--- config.mk ---
export PLATFORM = sky130hd
export DESIGN_NAME = tff_count_sequencer
export DESIGN_NICKNAME = d
export VERILOG_FILES = /design/src/rtl/tff_count_sequencer.sv
export SDC_FILE = /design/constraint.sdc
export NUM_CORES = 1
export LEC_CHECK = 0
export CELL_PAD_IN_SITES_DETAIL_PLACEMENT = 1
export CELL_PAD_IN_SITES_GLOBAL_PLACEMENT = 1
export CORE_ASPECT_RATIO = 1.4
export CORE_UTILIZATION = 26
export CTS_BUF_LIST = sky130_fd_sc_hd__clkbuf_16
export CTS_CLUSTER_SIZE = 14
export DETAILED_ROUTE_END_ITERATION = 6
export GPL_ROUTABILITY_DRIVEN = 0
export PLACE_DENSITY = 0.69
export SKIP_LAST_GASP = 1
export SLEW_MARGIN = 20
export SYNTH_ARGS = -nofsm -noshare
export SYNTH_HDL_FRONTEND = slang
export SYNTH_SLANG_ARGS = --single-unit
export TNS_END_PERCENT = 5
--- constraint.sdc ---
create_clock -name clk -period 1.22 [get_ports clk]
set_input_delay 0.183 -clock clk [delete_from_list [all_inputs] [get_ports clk]]
set_output_delay 0.183 -clock clk [all_outputs]
set_load 0.005 [all_outputs]
--- src/rtl/tff_count_sequencer.sv ---
// rtl/tff_count_sequencer.sv - clear-then-count controller for an external TFF counter bank
// Registered IDLE/CLEAR/RUN/DONE FSM; all outputs are decoded from state, dir_r, q_in and pause.
module tff_count_sequencer #(
  parameter int WIDTH = 4
) (
  input  logic             clk,
  input  logic             reset,
  input  logic             start,
  input  logic             dir,
  input  logic [WIDTH-1:0] target,
  input  logic             pause,
  input  logic             abort,
  input  logic [WIDTH-1:0] q_in,
  output logic [WIDTH-1:0] t_en,
  output logic             tff_clr,
  output logic             busy,
  output logic             done
);

  typedef enum logic [1:0] {
    IDLE  = 2'd0,
    CLEAR = 2'd1,
    RUN   = 2'd2,
    DONE  = 2'd3
  } state_t;

  state_t           state, next_state;
  logic [WIDTH-1:0] target_r;
  logic             dir_r;
  logic [WIDTH-1:0] up_en, dn_en;
  logic             all_ones, all_zeros;

  always_ff @(posedge clk or negedge reset) begin
    if (!reset) begin
      state    <= IDLE;
      target_r <= '0;
      dir_r    <= 1'b0;
    end else begin
      state <= next_state;
      if (state == IDLE && start) begin
        target_r <= target;
        dir_r    <= dir;
      end
    end
  end

  // A bit toggles when every lower bit is 1 (counting up) or 0 (counting down).
  always_comb begin
    up_en     = '0;
    dn_en     = '0;
    all_ones  = 1'b1;
    all_zeros = 1'b1;
    for (int i = 0; i < WIDTH; i++) begin
      up_en[i]  = all_ones;
      dn_en[i]  = all_zeros;
      all_ones  = all_ones & q_in[i];
      all_zeros = all_zeros & ~q_in[i];
    end
  end

  always_comb begin
    next_state = state;
    t_en       = '0;
    tff_clr    = 1'b0;
    busy       = 1'b0;
    done       = 1'b0;
    case (state)
      IDLE: begin
        if (start) next_state = CLEAR;
      end
      CLEAR: begin
        tff_clr    = 1'b1;
        busy       = 1'b1;
        next_state = abort ? IDLE : RUN;
      end
      RUN: begin
        busy = 1'b1;
        if (abort) begin
          next_state = IDLE;
        end else if (q_in == target_r) begin
          next_state = DONE;
        end else if (!pause) begin
          t_en = dir_r ? dn_en : up_en;
        end
      end
      DONE: begin
        done       = 1'b1;
        next_state = IDLE;
      end
      default: next_state = IDLE;
    endcase
  end

endmodule

* Word-level counts from Yosys, hierarchy flattened
Index checks and enable logic that the tools add are counted.
** Storage, ports and cells
- Register bits after elaboration :: 7
- Input port bits :: 14
- Output and inout port bits :: 7
- Logic and storage cells :: 33
** Operators by class
- Equality and inequality tests :: 6
- Mux-type cells :: 13
- Bitwise operators :: 7
- Reduce and logical (&&, ||, !) cells :: 4
** Operators with widths (count)
- $mux W4 :: 5
- $mux W2 :: 4
- $pmux W2 S4 :: 1
- $and A1 B1 Y1 :: 4
- $eq A2 B2 Y1 const B :: 2
- $eq A4 B4 Y1 :: 1
- $mux W1 :: 3
- $ne A3 B3 Y1 const B :: 1
- $not A1 Y1 :: 3
- $eq A2 B1 Y1 const B :: 1
- $logic_not A2 Y1 :: 1
- $ne A2 B2 Y1 const B :: 1
- $reduce_and A2 Y1 :: 1
- $reduce_or A2 Y1 :: 1
- $logic_and A1 B1 Y1 :: 1

* Depth between registers and ports, before layout
- Word-level depth :: 8
- Depth in mapped cells :: 5
- Mapped depth without buffers :: 5

* Worst setup path before layout
OpenSTA, ideal clock, no wires.
- Path type :: register to output
- Start :: register state[0]
- End :: output port t_en[3]
- Arrival :: 1.126 ns
- Data required time :: 1.037 ns
- Path slack :: -0.089 ns
- Stages on the path, launching flop included :: 6
- Path buffers :: 0
- Cell sequence :: dfrtp_1 > inv_1 > ha_1 > and2b_1 > nand3b_2 > nor3_2
** On the way
- Word-level cells in the longest chain between the ends :: 2
** RTL lines
- start: declaration :: RTL line 27 : state_t state, next_state;
- start signal: assignment :: RTL line 39 : state <= next_state;
- $eq A2 B2 Y1 :: RTL line 67 : case (state)
- $mux W4 :: RTL line 67
- end: declaration :: RTL line 14 : output logic [WIDTH-1:0] t_en,
No other way between the ends.

* Worst setup path after layout
Same ends and word-level chain as after synthesis.

==> metrics.cfg <==
[critical_path]
crit_arrival_ns = 1.33
critical_path_required_ns = 1.04
slowest_stage = dfrtp_1
critical_path_peak_fanout = 4
path_cells = inv_2 -> ha_4 -> and2b_2 -> nand3b_4 -> nor3_2 -> buf_2
slowest_delay_ns = 0.37
cp-start-kind = register
crit_cells = 6
crit_buf_inv = 2
endpoint_kind = output port
path_class = register to output port
critPathTopFamily = simple AND/OR/NAND/NOR gates
r2r_cells = 5

[cells_and_area]
syn2layout_area_growth_pct = 74.4
layout_common_cells = clkdlybuf4s50_1, dfrtp_1, buf_4
antenna_cells = 0
final_cells = 94
final_nets = 94
final_common_cell = clkdlybuf4s50_1
layout-drive-gt1-share_pct = 43.2

[global_route]
grt_pass1_vias = 439
grt_antenna_before_repair = 0
grt_max_degree = 8
grt.total_usage_pct = 15.1
gr-total-overflow = 0
grt_pass1_wl_um = 1990

[logic_synthesis]
yosysWarnings = 0
syn_nets = 62
ys_async_sr_fraction_pct = 100
ys_ff_latch = 7
netlist_area_um2 = 479
synth_edf_count = 0
synthFlopType = dfrtp_1
yosysUniqueCellTypes = 18
avgSynthCellArea_um2 = 11.1
synth.yosys.seq_area_share_pct = 36.6
syn_inst = 43

[pwr]
leakagePower_uw = 0.000395
power.density_nw_per_um2 = 2180
ir_worst_vdd_mv = 1.04
p_total_uw = 1820

[routing]
wl_per_cell_um = 12.2
routed_wirelength_um = 1140
dr.pass1.iters = 2
drtAntennaViolNets = 0
routed_via_density = 4.40
vias = 414
post-route-drc-count = 0
drtIter0Drc = 1

[sta]
setup_violations = 14
fin_worst_skew_ns = 0.000939
slew_violations = 0
final_hold_viol_count = 0
fmax_mhz = 661
tightest_slew_ns = 0.325
maxSlewHeadroom_pct = 78.2
rsz0062_at_grt = yes
finalWorstSetupSlack_ns = -0.293
period_share_pct = 124
min_period_ns = 1.51
fin_tns_setup_ns = -2.99

[clock_tree]
htree_levels = 1
clock_latency_ns = 0.23
clock_sinks = 7
post_cts_buffers = 0
root_buffer = clkbuf_16
numCtsBuffers = 3
cts_tree = built
clk_pin_slew_ns = 0.04
clock_path_buffers = 2

[floorplan]
die_area_um2 = 2020
die_x_um = 38.3
coreArea_um2 = 1760
ioPinCount = 21
fp.dieH_um = 52.8
rows = 18
initial_core_util_pct = 27.3

[run]
cap_violations = 0

[placed_design]
placedCellCount = 90
hpwl_um = 904
place_ws_ns = -0.677
port_buffers = 20

[worst_hold_path]
hp-class = primary input to asynchronous set/reset pin

[outcome]
failed_checks = setup timing
status = finished, violations left

-- kinds of logic after synthesis --
family / Yosys count / share of synthesized area [%]
adders and majority gates: 5 / 13.1
and+or+nand+nor: 12 / 15.4
muxes: 6 / 13.8
xor gates and xnor gates: 6 / 12.5
AOI/OAI and AO/OA: 4 / 6.26
buffers and inverters: 3 / 2.35
DFF: 7 / 36.6
-- final cells by class --
| type | count | area, um2 |
|---|---|---|
| clock inverters | 1 | 3.75 |
| repair buffers | 27 | 225 |
| flip-flops and latches | 7 | 175 |
| fillers | 198 | 921 |
| multi-input cells | 33 | 320 |
| clock buffers | 3 | 75.1 |
| inverters | 3 | 11.3 |
| well taps | 20 | 25.0 |
-- sequential cells by signal (all words and copies together) (netlist names) --
register  flops
state         2
target_r      4
dir_r         1
-- power by group --
part,internal [uW],leakage [uW],total [uW],switching (uW)
registers,352,0.0000838,459,107
logic,478,0.000269,810,332
clock network,426,0.0000423,550,124
-- stage by stage --
stage	util [%]	instance area (um2)	hold slack [ns]
2_1_floorplan	-	482	-0.113
3_3_place_gp	43.2	759	0.457
3_5_place_dp	43.2	759	0.467
4_1_cts	47.6	836	0.221
5_1_grt	47.6	836	0.240
6_report	47.6	836	0.217
-- worst reg2reg max path, delay by kind of cell (launching register included) --
family	cells	cell delay [ns]
adder cells (fa/ha/maj)	1	0.19
buffers and inverters	2	0.19
flip-flops	1	0.35
multiplexers	1	0.37
AND/OR/NAND/NOR	1	0.20
-- repair_timing --
item	CTS	global route
hold buffers	0	0
endpoints found under the hold margin	0	0
setup endpoints to repair	14	14
resized for setup	27	0
pin swaps	6	0
-- cell usage after synthesis, types with 2 or more instances --
library cell  instances  area [um2]
nand2_1               2        7.51
ha_1                  5        62.6
mux2_2                5        56.3
xnor2_1               5        43.8
inv_1                 3        11.3
nor2_1                5        18.8
dfrtp_1               7         175
-- worst paths after layout --
path | slack (ns) | from | endpoint
min in group clk | 0.54 | target_r[0] | target_r[0]
worst min register to register | 0.54 | target_r[0] | target_r[0]
worst max-delay path | -0.29 | state[0] | t_en[3]
worst max register to register | -0.20 | state[0] | target_r[1]
worst min-delay path | 0.22 | reset | target_r[0]
max in group asynchronous | 0.76 | reset | state[1]
-- metal layers --
layer / global-route usage, % / routed length (um)
met1: 16.4 / 460
met2: 23.4 / 576
met3: 2.55 / 65
met4: 14.3 / 41
met5: 0 / 0
Note: power is estimated with default switching activity, not from simulation.
